### config.mk
export PLATFORM = sky130hd
export DESIGN_NAME = neuron_argmax_classifier_flat
export DESIGN_NICKNAME = d
export VERILOG_FILES = /design/src/rtl/nn_pkg.sv /design/src/rtl/neuron_argmax_classifier_if.sv /design/src/rtl/neuron_argmax_classifier_hit_counter.sv /design/src/rtl/neuron_argmax_classifier.sv /design/src/flat_wrapper.sv
export SDC_FILE = /design/constraint.sdc
export NUM_CORES = 1
export LEC_CHECK = 0
export ABC_AREA = 1
export ABC_CLOCK_PERIOD_IN_PS = 8100
export BUFFER_PORTS_ARGS = -buffer_cell sky130_fd_sc_hd__buf_2
export CORE_UTILIZATION = 30
export CTS_CLUSTER_DIAMETER = 40
export DETAILED_ROUTE_END_ITERATION = 8
export SLEW_MARGIN = 20
export SYNTH_ARGS = -nofsm -noshare
export SYNTH_HDL_FRONTEND = slang
export SYNTH_HIERARCHICAL = 1
export SYNTH_SLANG_ARGS = --single-unit
### constraint.sdc
create_clock -name clk -period 8.1 [get_ports clk]
set_clock_uncertainty 0.05 [all_clocks]
set_input_delay 1.62 -clock clk [delete_from_list [all_inputs] [get_ports clk]]
set_output_delay 1.62 -clock clk [all_outputs]
set_load 0.005 [all_outputs]
### src/rtl/nn_pkg.sv
// Shared constants for the neuron output-decision stage.
// Widths, neuron count and the classifier state encoding live here.
package nn_pkg;

  localparam int DATA_W    = 8;
  localparam int CNT_W     = 8;
  localparam int N_NEURONS = 4;
  localparam int CLS_W     = 2;

  localparam logic [1:0] IDLE = 2'd0;
  localparam logic [1:0] SCAN = 2'd1;
  localparam logic [1:0] DONE = 2'd2;

endpackage

### src/rtl/neuron_argmax_classifier_if.sv
// Bus between the argmax classifier and its neighbours: start/data in,
// result handshake out, plus the hit-counter statistics port.
interface neuron_argmax_classifier_if
  import nn_pkg::*;
#(
  parameter int DATA_W = nn_pkg::DATA_W,
  parameter int CNT_W  = nn_pkg::CNT_W
);

  logic              start;
  logic [DATA_W-1:0] n0;
  logic [DATA_W-1:0] n1;
  logic [DATA_W-1:0] n2;
  logic [DATA_W-1:0] n3;
  logic              result_ready;
  logic              clr_counts;
  logic [CLS_W-1:0]  sel_count;
  logic              busy;
  logic              result_valid;
  logic [CLS_W-1:0]  result_class;
  logic [DATA_W-1:0] result_value;
  logic [CNT_W-1:0]  count_out;
  logic              sat;

  modport master (
    output start, n0, n1, n2, n3, result_ready, clr_counts, sel_count,
    input  busy, result_valid, result_class, result_value, count_out, sat
  );

  modport slave (
    input  start, n0, n1, n2, n3, result_ready, clr_counts, sel_count,
    output busy, result_valid, result_class, result_value, count_out, sat
  );

endinterface

### src/rtl/neuron_argmax_classifier_hit_counter.sv
// Saturating per-class hit counter; a clear beats a coincident increment.
module hit_counter #(
  parameter int CNT_W = 8
) (
  input  logic             clk,
  input  logic             reset,
  input  logic             inc,
  input  logic             clr,
  output logic [CNT_W-1:0] count,
  output logic             sat
);

  logic [CNT_W-1:0] count_reg;

  assign sat   = &count_reg;
  assign count = count_reg;

  always_ff @(posedge clk or posedge reset) begin
    if (reset) begin
      count_reg <= '0;
    end else if (clr) begin
      count_reg <= '0;
    end else if (inc && !sat) begin
      count_reg <= count_reg + 1'b1;
    end
  end

endmodule

### src/rtl/neuron_argmax_classifier.sv
// Snapshots four neuron outputs on start, scans them one per cycle for the
// argmax, presents the winner on valid/ready and counts wins per class.
module neuron_argmax_classifier
  import nn_pkg::*;
#(
  parameter int DATA_W = nn_pkg::DATA_W,
  parameter int CNT_W  = nn_pkg::CNT_W
) (
  input logic                         clk,
  input logic                         reset,
  neuron_argmax_classifier_if.slave   bus
);

  logic [1:0]        state_reg;
  logic [DATA_W-1:0] snap_reg [N_NEURONS];
  logic [CLS_W-1:0]  best_idx_reg;
  logic [DATA_W-1:0] best_val_reg;
  logic [CLS_W-1:0]  idx_reg;
  logic              result_valid_reg;
  logic [CLS_W-1:0]  result_class_reg;
  logic [DATA_W-1:0] result_value_reg;

  logic [CLS_W-1:0]  best_idx_next;
  logic [DATA_W-1:0] best_val_next;
  logic              scan_last;

  logic [CNT_W-1:0]  count_vec [N_NEURONS];
  logic [N_NEURONS-1:0] sat_vec;

  // Strict compare: ties keep the earlier (lower) index.
  always_comb begin
    best_idx_next = best_idx_reg;
    best_val_next = best_val_reg;
    if (snap_reg[idx_reg] > best_val_reg) begin
      best_idx_next = idx_reg;
      best_val_next = snap_reg[idx_reg];
    end
  end

  assign scan_last = (state_reg == SCAN) && (idx_reg == CLS_W'(N_NEURONS - 1));

  always_ff @(posedge clk or posedge reset) begin
    if (reset) begin
      state_reg        <= IDLE;
      for (int i = 0; i < N_NEURONS; i++) snap_reg[i] <= '0;
      best_idx_reg     <= '0;
      best_val_reg     <= '0;
      idx_reg          <= '0;
      result_valid_reg <= 1'b0;
      result_class_reg <= '0;
      result_value_reg <= '0;
    end else begin
      case (state_reg)
        IDLE: begin
          if (bus.start) begin
            snap_reg[0]  <= bus.n0;
            snap_reg[1]  <= bus.n1;
            snap_reg[2]  <= bus.n2;
            snap_reg[3]  <= bus.n3;
            best_idx_reg <= '0;
            best_val_reg <= bus.n0;
            idx_reg      <= CLS_W'(1);
            state_reg    <= SCAN;
          end
        end
        SCAN: begin
          best_idx_reg <= best_idx_next;
          best_val_reg <= best_val_next;
          idx_reg      <= idx_reg + 1'b1;
          if (scan_last) begin
            result_class_reg <= best_idx_next;
            result_value_reg <= best_val_next;
            result_valid_reg <= 1'b1;
            state_reg        <= DONE;
          end
        end
        DONE: begin
          // Result stays frozen until the consumer takes it.
          if (bus.result_ready) begin
            result_valid_reg <= 1'b0;
            state_reg        <= IDLE;
          end
        end
        default: begin
          state_reg <= IDLE;
        end
      endcase
    end
  end

  genvar gi;
  generate
    for (gi = 0; gi < N_NEURONS; gi++) begin : g_cnt
      hit_counter #(.CNT_W(CNT_W)) u_hit_counter (
        .clk   (clk),
        .reset (reset),
        .inc   (scan_last && (best_idx_next == CLS_W'(gi))),
        .clr   (bus.clr_counts),
        .count (count_vec[gi]),
        .sat   (sat_vec[gi])
      );
    end
  endgenerate

  assign bus.busy         = (state_reg != IDLE);
  assign bus.result_valid = result_valid_reg;
  assign bus.result_class = result_class_reg;
  assign bus.result_value = result_value_reg;
  assign bus.count_out    = count_vec[bus.sel_count];
  assign bus.sat          = |sat_vec;

endmodule

### src/flat_wrapper.sv
// flat-port wrapper written by rule: the top's interface ports become plain ports
module neuron_argmax_classifier_flat import nn_pkg::*;
#(
  parameter int DATA_W = nn_pkg::DATA_W,
  parameter int CNT_W  = nn_pkg::CNT_W
)
  (clk, reset, bus_start, bus_n0, bus_n1, bus_n2, bus_n3, bus_result_ready, bus_clr_counts, bus_sel_count, bus_busy, bus_result_valid, bus_result_class, bus_result_value, bus_count_out, bus_sat);
  neuron_argmax_classifier_if #(.DATA_W(DATA_W), .CNT_W(CNT_W)) bus_i ();
  input logic clk;
  input logic reset;
  input wire logic [$bits(bus_i.start)-1:0] bus_start;
  input wire logic [$bits(bus_i.n0)-1:0] bus_n0;
  input wire logic [$bits(bus_i.n1)-1:0] bus_n1;
  input wire logic [$bits(bus_i.n2)-1:0] bus_n2;
  input wire logic [$bits(bus_i.n3)-1:0] bus_n3;
  input wire logic [$bits(bus_i.result_ready)-1:0] bus_result_ready;
  input wire logic [$bits(bus_i.clr_counts)-1:0] bus_clr_counts;
  input wire logic [$bits(bus_i.sel_count)-1:0] bus_sel_count;
  output wire logic [$bits(bus_i.busy)-1:0] bus_busy;
  output wire logic [$bits(bus_i.result_valid)-1:0] bus_result_valid;
  output wire logic [$bits(bus_i.result_class)-1:0] bus_result_class;
  output wire logic [$bits(bus_i.result_value)-1:0] bus_result_value;
  output wire logic [$bits(bus_i.count_out)-1:0] bus_count_out;
  output wire logic [$bits(bus_i.sat)-1:0] bus_sat;
  assign bus_i.start = bus_start;
  assign bus_i.n0 = bus_n0;
  assign bus_i.n1 = bus_n1;
  assign bus_i.n2 = bus_n2;
  assign bus_i.n3 = bus_n3;
  assign bus_i.result_ready = bus_result_ready;
  assign bus_i.clr_counts = bus_clr_counts;
  assign bus_i.sel_count = bus_sel_count;
  assign bus_busy = bus_i.busy;
  assign bus_result_valid = bus_i.result_valid;
  assign bus_result_class = bus_i.result_class;
  assign bus_result_value = bus_i.result_value;
  assign bus_count_out = bus_i.count_out;
  assign bus_sat = bus_i.sat;
  neuron_argmax_classifier #(.DATA_W(DATA_W), .CNT_W(CNT_W)) u_core (.clk(clk), .reset(reset), .bus(bus_i));
endmodule
## After elaboration in Yosys (flattened, before gate mapping)

Index checks and enable logic that the tools add are counted.

| operators by class | value |
|---|---|
| $add $sub $neg | 5 |
| order comparisons | 3 |
| equality and inequality tests | 9 |
| mux-type cells | 28 |
| bitwise logic cells | 2 |
| reductions and logical operators | 32 |

Operators by type and width:

| operator | count |
|---|---|
| two-way mux 8 bit | 14 |
| adder 8 x 1 -> 8 bit, second input constant | 4 |
| binary-select mux 8 bit (select 2 bit) | 2 |
| AND reduction 8 bit | 4 |
| one-hot mux 8 bit (2 select lines) | 1 |
| nonzero test 2 bit | 7 |
| two-way mux 2 bit | 5 |
| logical AND 1 bit | 9 |
| == test 2 bit, second input constant | 4 |
| > comparator 8 bit | 1 |
| one-hot mux 2 bit (2 select lines) | 2 |
| greater-or-equal comparator 3 bit, second input constant | 2 |
| NOT 2 -> 3 bit | 2 |
| one-hot mux 2 bit (3 select lines) | 1 |
| AND reduction 2 bit | 3 |
| AND reduction 3 bit | 2 |
| == test 2 x 1 -> 1 bit, second input constant | 2 |
| logical NOT 1 bit | 4 |
| logical NOT 2 bit | 2 |
| != test 2 bit, second input constant | 2 |
| OR reduction 4 bit | 1 |
| adder 2 x 1 -> 2 bit, second input constant | 1 |
| two-way mux 1 bit | 2 |
| != test 2 x 1 -> 1 bit, second input constant | 1 |
| one-hot mux 1 bit (2 select lines) | 1 |

| storage, ports and cells | value |
|---|---|
| register bits | 89 |
| bits of input ports | 39 |
| output and inout port bits | 21 |
| logic and storage cells | 94 |

## Longest topological paths before layout

Gate-level depths: netlist (run 1).

| logic depth | value |
|---|---|
| depth in word-level cells | 11 |
| depth in mapped cells | 23 |
| gate-level depth less buffers | 21 |

## Hierarchy

The synthesis (run 1) kept the hierarchy.

By module, submodules not included:

| module | times used | cells each | area an instance (µm²) | seq. area each (µm²) |
|---|---|---|---|---|
| neuron_argmax_classifier | 1 | 440 | 3186.8 | 1426.4 |
| hit_counter | 4 | 69 | 493.0 | 200.2 |

## Worst setup path before layout (run 1)

OpenSTA, ideal clock, no wires.

| path | value |
|---|---|
| path type | input to output |
| from | in bus_sel_count[0] |
| to | out bus_count_out[3] |
| data arrival time | 2129 ps |
| required time | 6430 ps |
| setup slack | 4301 ps |
| stages on the path | 4 |
| path buffers | 1 |
| cells stage by stage | inv_1 -> buf_2 -> nor2_1 -> o22ai_1 |

| on the way | value |
|---|---|
| word-level cells in the longest chain between the ends | 4 |

Ends and longest elaborated chain:

| what | line | RTL |
|---|---|---|
| start: declaration | flat_wrapper.sv:18 | `input wire logic [$bits(bus_i.sel_count)-1:0] bus_sel_count;` |
| NOT 2 -> 3 bit (not written as such) | neuron_argmax_classifier.sv:109 | `assign bus.count_out = count_vec[bus.sel_count];` |
| binary-select mux 8 bit (select 2 bit) | neuron_argmax_classifier.sv:109 |  |
| two-way mux 8 bit (not written as such) (2 in a row) | neuron_argmax_classifier.sv:109 |  |
| end: declaration | flat_wrapper.sv:23 | `output wire logic [$bits(bus_i.count_out)-1:0] bus_count_out;` |

Every way passes these cells. The select of a mux whose other input is x is not followed.

## Worst setup path after layout (run 1)

| path | value |
|---|---|
| from | in bus_sel_count[0] |
| to | out bus_count_out[1] |

Same word-level chain as after synthesis.

==> results of run 1 <==
[through the flow]
stage	instance area, um^2	std cells	hold slack, ns
after floorplan	5160	716	0.399
after global placement	5620	978	0.411
after detailed placement	5620	978	0.413
after CTS	5940	994	0.431
after global routing	5940	994	0.440
final	5940	994	0.425
[metal layers]
layer  GRT usage [%]  vias to the layer above
met1            22.3                     2097
met4            5.74                        0
met3            2.44                       12
met2            22.0                      101
li1                -                     2371
met5               0                        -
[path summary, 6_finish.rpt]
| kind | to | slack, ns | depth (start not counted) |
|---|---|---|---|
| setup / recovery | bus_count_out[1] | 3.86 | 5 |
| hold / removal | u_core/bus.result_value[0] | 0.43 | 2 |
| max in group asynchronous | u_core/idx_reg[0] | 6.04 | 3 |
| min in group asynchronous | u_core/g_cnt[3].u_hit_counter/count[1] | 1.23 | 2 |
| setup reg to reg | u_core/g_cnt[2].u_hit_counter/count[6] | 4.14 | 20 |
| hold reg to reg | u_core/bus.result_value[0] | 0.43 | 2 |
[logic make-up after synthesis]
group,count (synthesis),synth area share (%)
AO/OA/AOI/OAI,82,8.29
XOR/XNOR,4,0.679
adder cells (fa/ha/maj),13,3.15
buffers and inverters,108,8.93
flip-flops,89,43.2
AND/OR/NAND/NOR,420,35.8
[power breakdown]
group,switching (mW),total [mW],internal [mW],leakage [nW]
Clock,0.197,0.446,0.248,0.153
Combinational,0.627,0.939,0.312,1.85
Sequential,0.106,0.697,0.591,1.15
Total,0.930,2.08,1.15,3.15
[worst max-delay path, delay by kind of cell]
family / cells / cell delay [ns]
buf+inv: 3 / 0.63
compound gates: 2 / 0.30
[cells in the mapped netlist (all sizes together)]
library cell  instances  share of area (%)
ha                   13                3.2
a21o                  1               0.15
or4                   1               0.15
a21oi                23                2.2
xor2                  4               0.68
nor2                 54                5.0
nand3                73                7.3
o21ai                46                4.5
nand2               287                 23
nand4                 5               0.73
buf                  17                2.2
inv                  85                6.2
o22ai                12                1.5
clkbuf                1              0.073
dfrtp                89                 43
clkinv                5               0.46
[final cells by class]
type | count | share of cell area [%]
Timing Repair Buffer | 60 | 5.10
Multi-Input combinational cell | 519 | 41.6
Sequential cell | 89 | 37.5
Clock buffer | 9 | 3.79
Clock inverter | 7 | 1.58
Tap cell | 220 | 4.63
Inverter | 90 | 5.81
==> out/results.tsv, run 1 <==
stage	metric	value	unit
outcome	status	finished, final reports clean	
layout	commonest non-fill, non-tap cell in the layout	nand2_1	
route	wire per inst	12.6	um
layout	Register Area	2230	um^2
route	Residual DRC	0	
layout	Filler cells	1807	
synth	Mapped Nets	768	
critical_path	Crit. End Element	output pin	
synth	sequential area share after synthesis	43.2	%
route	drt first-iter violations	432	
global_route	GR Overflow Total	0	
global_route	global-route wire length before repair	21300	um
timing	Final Cycle Share	52.3	%
route	vias per inst	4.61	
timing	Final Hold Vio Count	0	
timing	final setup margin	3.86	ns
layout	Nets	821	
layout	commonest cells after routing, fill and taps aside	nand2_1, dfrtp_1, inv_1	
critical_path	delay of the slowest cell on the worst path	0.31	ns
place	Final GP Congestion	0.853	
cts	maximum root-to-sink buffer count	2	
min_path	min-delay worst type	register to register	
route	routed vias	4581	
floorplanning	row cnt	47	
floorplanning	Die X	133	um
critical_path	Crit path required time	6.43	ns
power	Tot Pwr	2.08	mW
route	DRT Wirelength	12500	um
floorplanning	Boundary Pins	60	
synth	Post-Syn Area	5160	um^2
global_route	vias in the first global route	4280	
critical_path	CP Launch Type	input port	
timing	Period minus WS final	4.24	ns
critical_path	Critical Path Most Common Cell	buf_2	
cts	CTS clk-pin slew, worst paths	0.07	ns
cts	CTS resizes	0	
place	Setup WS pre-CTS	3.87	ns
critical_path	crit path max fanout	17	
cts	clock latency on the worst-skew pair	0.35	ns
layout	P&R area growth vs syn	15.2	%
synth	synth unique cells	28	
cts	CTS sink count	89	
timing	Fmax	0.236	GHz
critical_path	Critical path origin	bus_sel_count[0]	
cts	TritonCTS clock tree	built	
route	drt first pass iters	5	
global_route	total track usage	15.1	%
place	# port buffers	59	
route	metal2 WL	5380	um
route	antenna-violating nets left	0	
synth	YS warnings	6	
floorplanning	Core Area	16700	um^2
cts	post-CTS setup buffers	0	
route	Top Metal Used	met4	
layout	n_diodes	0	
timing	Slew Limit Fails	0	
timing	Worst Tran Pin Value	0.720	ns
critical_path	critical path class	input port to output pin	
critical_path	Worst EP arrival	2.57	ns
global_route	largest net degree at the start of global routing	58	
power	LEAKAGE	3.15	nW
synth	#FFs+latches synth	89	
cts	CTS root buffer	clkbuf_16	
layout	post-layout util	35.6	%
floorplanning	die area	17700	um^2
route	WL met3	373	um
cts	CTS Hold Buffers Added	0	
timing	final setup fails	0	
place	placed wire-length estimate	9150	um
critical_path	RR Startpoint	u_core/idx_reg[0]	
synth	syn avg cell area	7.20	um^2
job	max-cap violations	0	
cts	# H-tree levels	3	
floorplanning	Vert. Die Dim	133	um
layout	layout cells sized above 1	16.0	%
route	Metal-1 WL	6580	um
global_route	initial antenna violation count	0	
critical_path	slowest library cell on the worst path	inv_1	
timing	setup_tns	0	ns
critical_path	worst path cell trace	buf_2 > inv_1 > o21ai_0 > o22ai_1 > buf_2	
synth	Synth Instances	716	
cts	TritonCTS Buffers	9	
timing	max_slew headroom	52.0	%
timing	unrepaired setup endpoints after global routing	false	
power	worst vdd ir	0.150	mV
min_path	hold_sp	u_core/bus.result_value[0]	
power	power per cell area	350	nW/um^2
floorplanning	Initial Util	30.9	%
layout	combined area of the multi-input logic cells	2470	um^2
Power figures use the tool's default switching activity.
==> run 2, diff against run 1 <==
- ABC_AREA: 1 -> 0
- ABC_CLOCK_PERIOD_IN_PS: 8100 -> 3780
- clock period: 8.1 -> 3.78 ns (I/O delays scaled with it)
==> run 2 against run 1 <==
Total power increased by 130%; critical path depth increased by 7; final area shrank 1.6%; wire length shrank 8.2%; synthesized cell count decreased by 39%.
==> out/results.tsv, run 2 <==
stage	metric	value	unit	change
route	routed vias	3758		-18%
power	worst vdd ir	0.455	mV	+200%
route	Residual DRC	0		unchanged
power	Comb pwr share	49.7	%	+4.6 points
timing	Slew Limit Fails	0		unchanged
timing	Fmax	0.278	GHz	
floorplanning	Core Area	16000	um^2	-4.2%
layout	commonest cells after routing, fill and taps aside	dfrtp_1, buf_2, mux2_2		
synth	sequential area share after synthesis	44.9	%	+1.7 points
route	drt first-iter violations	289		-33%
synth	syn avg cell area	11.3	um^2	+57%
timing	unrepaired setup endpoints after global routing	false		
min_path	min-delay worst type	input port to asynchronous set/reset pin		
synth	Post-Syn Area	4960	um^2	-3.8%
timing	final setup fails	0		unchanged
cts	CTS sink count	89		unchanged
timing	setup_tns	0	ns	unchanged
power	LEAKAGE	2.50	nW	-21%
global_route	initial antenna violation count	0		unchanged
critical_path	Crit path required time	3.97	ns	-2.46 ns
cts	maximum root-to-sink buffer count	2		unchanged
place	placed wire-length estimate	8560	um	-6.5%
route	antenna-violating nets left	0		unchanged
global_route	largest net degree at the start of global routing	53		-8.6%
floorplanning	Initial Util	31.0	%	+0.13 points
layout	commonest non-fill, non-tap cell in the layout	dfrtp_1		
critical_path	Worst EP arrival	3.78	ns	+1.21 ns
synth	EDFF count, synth	0		unchanged
floorplanning	Boundary Pins	60		unchanged
global_route	vias in the first global route	3686		-14%
synth	Synth area leader	dfrtp_1		
critical_path	crit path max fanout	15		-2
layout	P&R area growth vs syn	17.7	%	
route	vias per inst	5.20		+13%
synth	Mapped Nets	491		-36%
cts	clock latency on the worst-skew pair	0.35	ns	about the same
synth	Synth Instances	439		-39%
place	# port buffers	59		unchanged
outcome	status	finished, final reports clean		
timing	Period minus WS final	3.59	ns	
cts	TritonCTS Buffers	9		unchanged
layout	Nets	553		-33%
cts	CTS root buffer	clkbuf_16		
floorplanning	row cnt	46		-2.1%
synth	synth cell count leaders	dfrtp_1, mux2_2, a21oi_1		
synth	Post-synth ARST share	100	%	unchanged
critical_path	critical path class	register to register		
route	wire per inst	15.9	um	+26%
synth	synth unique cells	46		+64%
global_route	total track usage	14.5	%	-0.59 points
power	Clock power frac	18.7	%	-2.7 points
place	Setup WS pre-CTS	0.155	ns	-3.72 ns
floorplanning	Vert. Die Dim	131	um	-1.9%
synth	Synth Flop Type	dfrtp_1		
power	P_int	2.87	mW	+150%
route	drt first pass iters	5		unchanged
synth	YS warnings	6		unchanged
critical_path	Crit. End Element	register		
timing	final setup margin	0.187	ns	-3.67 ns
floorplanning	die area	17100	um^2	-3.7%
global_route	GR Overflow Total	0		unchanged
critical_path	flop2flop setup slack	0.19	ns	-3.95 ns
layout	n_diodes	0		unchanged
timing	Worst Tran Pin Value	0.915	ns	+0.195 ns
cts	CTS clk-pin slew, worst paths	0.07	ns	about the same
timing	hold slack final	0.344	ns	-0.0807 ns
place	Final GP Congestion	0.822		-3.6%
floorplanning	Die X	131	um	-1.9%
critical_path	CP Launch Type	register		
synth	most frequent cell after synthesis	dfrtp_1		
cts	# H-tree levels	3		unchanged
route	DRT Wirelength	11500	um	-8.2%
synth	Synth area leaders	dfrtp_1, mux2_2, mux4_2		
job	max-cap violations	0		unchanged
critical_path	reg-to-reg endpoint	u_core/g_cnt[0].u_hit_counter/count[3]		
critical_path	RR Startpoint	u_core/idx_reg[0]		
power	Sequential Power Share	31.6	%	-1.9 points
cts	CTS Hold Buffers Added	0		unchanged
power	power per cell area	814	nW/um^2	+130%
global_route	global-route wire length before repair	18900	um	-12%
timing	Final Cycle Share	95.0	%	
critical_path	Reg2Reg Depth	12		-40%
power	Sw Ratio	39.7	%	-5.0 points
synth	share of the synthesized area in the top cell type	44.9	%	+1.7 points
synth	#FFs+latches synth	89		unchanged
timing	Final Hold Vio Count	0		unchanged
layout	layout cells sized above 1	32.8	%	+17 points
cts	TritonCTS clock tree	built		
timing	max_slew headroom	39.0	%	-13 points
power	Psw	1.89	mW	+100%
==> run 2: logic make-up after synthesis <==
| group | share of synthesized area [%] |
|---|---|
| compound gates | 14.4 |
| fa+ha+maj | 3.28 |
| buf+inv | 3.30 |
| flops | 44.9 |
| mux | 17.7 |
| simple gates | 16.4 |
==> run 2: power groups by stage <==
stage	Clock (mW)	Combinational [mW]	Sequential [mW]
after floorplan	0	1.77	1.44
after global placement	0	2.28	1.51
after detailed placement	0	2.33	1.53
after CTS	0.916	2.35	1.51
after global routing	0.958	2.62	1.55
final	0.891	2.36	1.50
==> run 2: layer usage <==
layer	routed length, um	GRT usage (%)	up-vias	part of all wire, %
met4	181	5.21	0	1.6
met3	429	2.77	10	3.7
met1	5390	19.3	1860	47
li1	-	-	1791	-
met2	5510	23.6	97	48
met5	0	0	-	0
==> run 2: worst max path at each step <==
stage / slack [ns] / depth (start not counted) / end / from
5_1_grt: 0.005 / 12 / u_core/g_cnt[0].u_hit_counter/count[3] / u_core/idx_reg[0]
4_1_cts: 0.14 / 12 / u_core/g_cnt[0].u_hit_counter/count[3] / u_core/idx_reg[0]
2_1_floorplan: 0.08 / 13 / u_core/g_cnt[3].u_hit_counter/count[3] / u_core/idx_reg[0]
3_3_place_gp: 0.24 / 12 / u_core/g_cnt[0].u_hit_counter/count[3] / u_core/idx_reg[0]
3_5_place_dp: 0.15 / 12 / u_core/g_cnt[0].u_hit_counter/count[3] / u_core/idx_reg[0]
6_report: 0.19 / 12 / u_core/g_cnt[0].u_hit_counter/count[3] / u_core/idx_reg[0]
==> run 2: metrics by stage <==
| step | utilization (%) | power, mW | std cells | area, um^2 |
|---|---|---|---|---|
| 6_report | 36.5 | 4.76 | 722 | 5840 |
| 5_1_grt | 36.5 | 5.13 | 722 | 5840 |
| 4_1_cts | 36.4 | 4.77 | 721 | 5830 |
| 3_5_place_dp | 34.6 | 3.86 | 705 | 5540 |
| 3_3_place_gp | 34.6 | 3.79 | 705 | 5540 |
| 2_1_floorplan | - | 3.20 | 439 | 4960 |
==> run 2: layout make-up <==
cell class | count | area [um^2]
Timing Repair Buffer | 74 | 412
Tap cell | 216 | 270
Multi-Input combinational cell | 311 | 2580
Clock inverter | 6 | 56.3
Fill cell | 1636 | 10200
Inverter | 16 | 61.3
Clock buffer | 10 | 239
Sequential cell | 89 | 2230
==> run 2: critical path, cell delays in order, from the launching register on <==
cell	delay, ns
dfrtp_1	0.37
buf_6	0.17
mux4_2	0.56
ha_1	0.32
and4_1	0.23
nand4_1	0.17
o31ai_1	0.09
buf_4	0.18
or4_1	0.40
a21oi_1	0.20
nand4_1	0.20
a31oi_4	0.22
mux2_4	0.31
==> run 2: repair_timing <==
action,CTS,global route
buffers inserted,0,1
endpoints found under the setup margin,0,2
gates resized for setup,0,1
